## src/rtl/slc3_input_conditioner_pkg.sv

```systemverilog
// Shared types and constants for the SLC-3 board-input conditioning logic.
// Latency: n/a (declarations only).
// Backpressure: n/a; inputs are free-running levels with no handshake.
package slc3_io_pkg;

    // Per-button debounce FSM states
    typedef enum logic [1:0] {
        RELEASED     = 2'd0,
        PRESS_WAIT   = 2'd1,
        PRESSED      = 2'd2,
        RELEASE_WAIT = 2'd3
    } key_state_t;

    // Short debounce window used by simulation benches instead of 5 ms
    localparam int DEBOUNCE_CYCLES_SIM = 4;

endpackage

```

## src/rtl/slc3_input_conditioner_if.sv

```systemverilog
// Bundles raw board pins and their conditioned counterparts for the input conditioner.
// Latency: n/a (wiring only).
// Backpressure: none; every signal is a level or a one-cycle strobe.
interface slc3_input_conditioner_if #(
    parameter int SW_WIDTH = 10
);
    logic                Run_raw;
    logic                Continue_raw;
    logic [SW_WIDTH-1:0] SW_raw;
    logic                Run;
    logic                Continue;
    logic                Run_press;
    logic                Continue_press;
    logic [SW_WIDTH-1:0] SW;

    // Board side: drives raw pins, observes conditioned outputs
    modport master (
        output Run_raw, Continue_raw, SW_raw,
        input  Run, Continue, Run_press, Continue_press, SW
    );

    // Conditioner side: consumes raw pins, produces conditioned outputs
    modport slave (
        input  Run_raw, Continue_raw, SW_raw,
        output Run, Continue, Run_press, Continue_press, SW
    );
endinterface

```

## src/rtl/slc3_input_conditioner_key_debounce.sv

```systemverilog
// Synchronises and debounces one active-low push-button, producing a clean level and a press strobe.
// Latency: SYNC_STAGES + DEBOUNCE_CYCLES + 1 edges from a clean raw edge to the level/strobe.
// Backpressure: none; the strobe is a single-cycle pulse that is never held.
module key_debounce
    import slc3_io_pkg::*;
#(
    parameter int DEBOUNCE_CYCLES = 250000,
    parameter int SYNC_STAGES     = 2
) (
    input  logic clk,
    input  logic reset_n,
    input  logic key_raw,
    output logic key_level,
    output logic key_press
);
    localparam int             CW      = (DEBOUNCE_CYCLES > 1) ? $clog2(DEBOUNCE_CYCLES) : 1;
    localparam logic [CW-1:0]  CNT_MAX = CW'(DEBOUNCE_CYCLES - 1);

    logic [SYNC_STAGES-1:0] sync_q;
    logic                   s;
    key_state_t             state_q, state_d;
    logic [CW-1:0]          cnt_q, cnt_d;
    logic                   press_q, press_d;

    // Synchroniser chain, preset to "not pressed" so reset can never look like a press
    always_ff @(posedge clk) begin
        if (!reset_n) begin
            sync_q <= '1;
        end else begin
            sync_q <= {sync_q[SYNC_STAGES-2:0], key_raw};
        end
    end

    assign s = sync_q[SYNC_STAGES-1];

    // State, counter and strobe registers
    always_ff @(posedge clk) begin
        if (!reset_n) begin
            state_q <= RELEASED;
            cnt_q   <= '0;
            press_q <= 1'b0;
        end else begin
            state_q <= state_d;
            cnt_q   <= cnt_d;
            press_q <= press_d;
        end
    end

    // Next-state logic; the counter saturates at CNT_MAX because the state leaves the wait there
    always_comb begin
        state_d = state_q;
        cnt_d   = cnt_q;
        press_d = 1'b0;
        case (state_q)
            RELEASED: begin
                if (!s) begin
                    state_d = PRESS_WAIT;
                    cnt_d   = '0;
                end
            end
            PRESS_WAIT: begin
                if (s) begin
                    state_d = RELEASED;
                end else if (cnt_q == CNT_MAX) begin
                    state_d = PRESSED;
                    press_d = 1'b1;
                end else begin
                    cnt_d = cnt_q + CW'(1);
                end
            end
            PRESSED: begin
                if (s) begin
                    state_d = RELEASE_WAIT;
                    cnt_d   = '0;
                end
            end
            RELEASE_WAIT: begin
                if (!s) begin
                    state_d = PRESSED;
                end else if (cnt_q == CNT_MAX) begin
                    state_d = RELEASED;
                end else begin
                    cnt_d = cnt_q + CW'(1);
                end
            end
            default: begin
                state_d = RELEASED;
                cnt_d   = '0;
            end
        endcase
    end

    // Level is a pure decode of the registered state, so it is glitch-free
    assign key_level = !((state_q == PRESSED) || (state_q == RELEASE_WAIT));
    assign key_press = press_q;

endmodule

```

## src/rtl/slc3_input_conditioner.sv

```systemverilog
// Conditions Run/Continue buttons and slide switches: synchronise, debounce, emit clean levels and press strobes.
// Latency: SYNC_STAGES + DEBOUNCE_CYCLES + 1 edges from a clean raw change to any output.
// Backpressure: none; outputs are levels plus single-cycle strobes, consumers must sample every cycle.
module slc3_input_conditioner
    import slc3_io_pkg::*;
#(
    parameter int DEBOUNCE_CYCLES = 250000,
    parameter int SYNC_STAGES     = 2,
    parameter int SW_WIDTH        = 10
) (
    input  logic                    Clk,
    input  logic                    Reset_n,
    slc3_input_conditioner_if.slave io
);
    localparam int            CW      = (DEBOUNCE_CYCLES > 1) ? $clog2(DEBOUNCE_CYCLES) : 1;
    localparam logic [CW-1:0] CNT_MAX = CW'(DEBOUNCE_CYCLES - 1);

    logic                run_level, run_press;
    logic                cont_level, cont_press;
    logic [SW_WIDTH-1:0] sw_sync_q [SYNC_STAGES];
    logic [SW_WIDTH-1:0] v;
    logic [SW_WIDTH-1:0] sw_prev_q;
    logic [SW_WIDTH-1:0] sw_q;
    logic [CW-1:0]       sw_cnt_q;

    key_debounce #(
        .DEBOUNCE_CYCLES (DEBOUNCE_CYCLES),
        .SYNC_STAGES     (SYNC_STAGES)
    ) u_run (
        .clk       (Clk),
        .reset_n   (Reset_n),
        .key_raw   (io.Run_raw),
        .key_level (run_level),
        .key_press (run_press)
    );

    key_debounce #(
        .DEBOUNCE_CYCLES (DEBOUNCE_CYCLES),
        .SYNC_STAGES     (SYNC_STAGES)
    ) u_continue (
        .clk       (Clk),
        .reset_n   (Reset_n),
        .key_raw   (io.Continue_raw),
        .key_level (cont_level),
        .key_press (cont_press)
    );

    // Switch synchroniser: a vector of per-bit chains, all preset to 0
    always_ff @(posedge Clk) begin
        if (!Reset_n) begin
            for (int i = 0; i < SYNC_STAGES; i++) begin
                sw_sync_q[i] <= '0;
            end
        end else begin
            sw_sync_q[0] <= io.SW_raw;
            for (int i = 1; i < SYNC_STAGES; i++) begin
                sw_sync_q[i] <= sw_sync_q[i-1];
            end
        end
    end

    assign v = sw_sync_q[SYNC_STAGES-1];

    // Shared stability counter: any bit change restarts it, so SW only ever updates as a whole vector
    always_ff @(posedge Clk) begin
        if (!Reset_n) begin
            sw_prev_q <= '0;
            sw_cnt_q  <= '0;
            sw_q      <= '0;
        end else begin
            sw_prev_q <= v;
            if (v != sw_prev_q) begin
                sw_cnt_q <= '0;
            end else if (sw_cnt_q == CNT_MAX) begin
                sw_q <= v;
            end else begin
                sw_cnt_q <= sw_cnt_q + CW'(1);
            end
        end
    end

    assign io.Run            = run_level;
    assign io.Continue       = cont_level;
    assign io.Run_press      = run_press;
    assign io.Continue_press = cont_press;
    assign io.SW             = sw_q;

endmodule

```

## src/flat_wrapper.sv

```systemverilog
// flat-port wrapper written by rule: the top's interface ports become plain ports
module slc3_input_conditioner_flat import slc3_io_pkg::*;
#(
    parameter int DEBOUNCE_CYCLES = 250000,
    parameter int SYNC_STAGES     = 2,
    parameter int SW_WIDTH        = 10
)
  (Clk, Reset_n, io_Run_raw, io_Continue_raw, io_SW_raw, io_Run, io_Continue, io_Run_press, io_Continue_press, io_SW);
  slc3_input_conditioner_if #(.SW_WIDTH(SW_WIDTH)) io_i ();
  input  logic Clk;
  input  logic Reset_n;
  input wire logic [$bits(io_i.Run_raw)-1:0] io_Run_raw;
  input wire logic [$bits(io_i.Continue_raw)-1:0] io_Continue_raw;
  input wire logic [$bits(io_i.SW_raw)-1:0] io_SW_raw;
  output wire logic [$bits(io_i.Run)-1:0] io_Run;
  output wire logic [$bits(io_i.Continue)-1:0] io_Continue;
  output wire logic [$bits(io_i.Run_press)-1:0] io_Run_press;
  output wire logic [$bits(io_i.Continue_press)-1:0] io_Continue_press;
  output wire logic [$bits(io_i.SW)-1:0] io_SW;
  assign io_i.Run_raw = io_Run_raw;
  assign io_i.Continue_raw = io_Continue_raw;
  assign io_i.SW_raw = io_SW_raw;
  assign io_Run = io_i.Run;
  assign io_Continue = io_i.Continue;
  assign io_Run_press = io_i.Run_press;
  assign io_Continue_press = io_i.Continue_press;
  assign io_SW = io_i.SW;
  slc3_input_conditioner #(.DEBOUNCE_CYCLES(DEBOUNCE_CYCLES), .SYNC_STAGES(SYNC_STAGES), .SW_WIDTH(SW_WIDTH)) u_core (.Clk(Clk), .Reset_n(Reset_n), .io(io_i));
endmodule
```

## config.mk

```make
export PLATFORM = sky130hd
export DESIGN_NAME = slc3_input_conditioner_flat
export DESIGN_NICKNAME = d
export VERILOG_FILES = /design/src/rtl/slc3_input_conditioner_pkg.sv /design/src/rtl/slc3_input_conditioner_if.sv /design/src/rtl/slc3_input_conditioner_key_debounce.sv /design/src/rtl/slc3_input_conditioner.sv /design/src/flat_wrapper.sv
export SDC_FILE = /design/constraint.sdc
export NUM_CORES = 1
export LEC_CHECK = 0
export ABC_CLOCK_PERIOD_IN_PS = 3500
export BUFFER_PORTS_ARGS = -buffer_cell sky130_fd_sc_hd__clkbuf_2
export CAP_MARGIN = 0
export CORE_ASPECT_RATIO = 1.2
export CORE_UTILIZATION = 60
export CTS_CLUSTER_DIAMETER = 40
export DETAILED_ROUTE_END_ITERATION = 7
export PLACE_DENSITY = 0.79
export SYNTH_ARGS = -nofsm -noshare
export SYNTH_HDL_FRONTEND = slang
export SYNTH_HIERARCHICAL = 1
export SYNTH_SLANG_ARGS = --single-unit
export TNS_END_PERCENT = 50
```

## constraint.sdc

```tcl
create_clock -name Clk -period 3.5 [get_ports Clk]
set_clock_uncertainty 0.2 [all_clocks]
set_input_delay 0.7 -clock Clk [delete_from_list [all_inputs] [get_ports Clk]]
set_output_delay 0.7 -clock Clk [all_outputs]
set_load 0.02 [all_outputs]
```

==> results.toml <==
[sta]
worst_pin_slew_ns = 0.9680
final_max_slew_viol_count = 0
slew_headroom = 0.3504
final.setup.worst_slack_ns = 1.033
holdWs_ns = 0.2079
hold_violations = 0
fin_crit_sh = 0.7049
finalCriticalPeriod_ns = 2.467
fin_tns_setup_ns = 0
max_freq_ghz = 0.4053
setup_viol = 0
rsz0062_at_grt = "no"

[critical_path]
r2r-start = "u_core/sw_cnt_q[0]"
path_max_fanout = 10
crit_required_ns = 3.60
crit_start = "u_core/sw_cnt_q[0]"
ff2ff_path_depth = 5
regToRegEndpoint = "u_core/io.SW[2]"
path_class = "register to register"
r2r_slack_ns = 1.03
arrival_ns = 2.56
crit_path_start_kind = "register"
critPathCaptureType = "register"

[die]
dieHeight_um = 95.74
die_w_um = 80.11
start_util = 0.6333
num_rows = 33
core_area_um2 = 6937
io_pins = 28
dieArea_um2 = 7669

[detailed_routing]
wl_um = 8126
wl_met1_um = 3799
via_per_inst = 5.875
ant_nets = 0
first_iter_violations = 145
via_count = 3490
top_layer_used = "met4"
drc = 0
route.met3.wl_um = 338
wl_per_cell_um = 13.68
firstDrtPassIters = 5
wl_met2_um = 3895

[worst_hold_path]
hp-start = "u_core/u_continue/sync_q[0]"
min_path_type = "register to register"
hold_end = "u_core/u_continue/sync_q[1]"
hold_depth = 1

[synth]
yosysWarningCount = 6
synth_edf_count = 0
synth_cell_types = 41
yosysTopAreaCellShare = 0.4739
syn_nets = 496
synth-async-reset-ratio = 0
synth.cell_area_um2 = 4393
syn_inst = 479
ys_ff_latch = 104
ys.flop_type = "dfxtp_1"
synthTopCellsByArea = "dfxtp_1, nand2_1, a21oi_1"
synth_area_per_cell_um2 = 9.171
seq_area_frac_synth = 0.4739
yosysTopAreaCell = "dfxtp_1"

[clock_tree]
cts_sinks = 104
cts_tree = "yes"
clockBufferDepth = 2
cts_setup_buffers = 0
cts_root_buf = "clkbuf_8"
clock_latency_ns = 0.38
path_clk_slew_ns = 0.11
cts_made_buffers = 9
cts-htree-levels = 3
cts_resized = 0
cts_hold_buf = 0

[global_routing]
grt_pass1_vias = 3095
gr-usage-all-layers = 0.2194
grt_pass1_wl_um = 13160
antenna_found_initial = 0
overflow = 0
grt_max_degree = 34

[placed_design]
place_area_um2 = 4579
place_ws_ns = 0.9185
hpwl_um = 5539
port_buffers = 27
routabilityCongestion = 0.7848

[pwr]
peakVddDrop_uv = 312.7
power.density_nw_per_um2 = 424.7
power_leakage_nw = 1.886

[cells_and_area]
area_growth_pct = 8.915
final_cell_mix = "dfxtp_1, nand2_1, a21oi_1"
fillers = 571
antennaDiodeCount = 0
drive_above_1_share = 0.1183
register_area_um2 = 2082
multi_input_area_um2 = 2182
final_common_cell = "dfxtp_1"
final_area_um2 = 4785
fin_nets = 519

[status]
status = "finished clean"

[job]
timing.max_cap.violations = 0
cell type report:
| type | count | share of cell area |
|---|---|---|
| multi-input cells | 342 | 0.4561 |
| flip-flops and latches | 104 | 0.4351 |
| repair buffers | 28 | 0.02981 |
| clock buffers | 9 | 0.02589 |
| well taps | 87 | 0.02275 |
| clock inverters | 7 | 0.01700 |
| inverters | 17 | 0.01334 |
cell families after synthesis:
logic type,after synthesis,synth area share
AOI/OAI and AO/OA,81,0.1119
DFF,104,0.4739
and+or+nand+nor,215,0.2774
buffers and inverters,33,0.02934
muxes,16,0.03646
adders and majority gates,3,0.008545
xor gates and xnor gates,27,0.06237
critical path, cell delays in order (launching register included):
cell and delay, ns:
dfxtp_1 0.45, ha_1 0.32, nand3_1 0.22, nor3_1 0.25, nand4_1 0.59, mux2i_1 0.35
how the worst max path moves through the flow:
stage | end | cells after the start
after global placement | u_core/u_continue/cnt_q[17] | 4
after detailed placement | u_core/sw_cnt_q[3] | 3
final | u_core/io.SW[2] | 5
after global routing | u_core/io.SW[2] | 5
after floorplan | u_core/u_continue/cnt_q[17] | 4
after CTS | u_core/io.SW[2] | 5
state kept, by name, summed over array words and instances (netlist names), 2 cells and up, named ones only:
name and cells:
u_core/io.SW 10, u_core/sw_cnt_q 18, u_core/sw_prev_q 10, u_core/sw_sync_q 20
u_core/u_continue/cnt_q 18, u_core/u_continue/sync_q 2, u_core/u_run/cnt_q 18, u_core/u_run/sync_q 2
Yosys cell counts, types with 11 or more instances:
master    number
clkbuf_1      12
and2_1        25
a21oi_1       34
and3_1        12
nor2_1        16
mux2i_1       16
nand2_1       62
nand3_1       17
inv_1         17
dfxtp_1      104
o21ai_0       20
xor2_1        17
nand4_1       11
per-layer routing:
metal	global-route usage	vias up
met5	0	-
met4	0.1012	0
met3	0.04739	12
met2	0.3761	106
met1	0.2621	1617
li1	-	1755
stage by stage:
step | instances | total power, mW | util
4_1_cts | 594 | 2.052 | 0.6898
3_5_place_dp | 578 | 1.306 | 0.6602
6_report | 594 | 2.032 | 0.6898
5_1_grt | 594 | 2.101 | 0.6898
2_1_floorplan | 479 | 1.285 | -
3_3_place_gp | 578 | 1.304 | 0.6602
power breakdown:
| group | internal [mW] | switching (mW) |
|---|---|---|
| logic | 0.0261 | 0.0422 |
| registers | 1.20 | 0.0104 |
| clock network | 0.287 | 0.466 |
No activity file was read; power rests on OpenSTA's default activity.
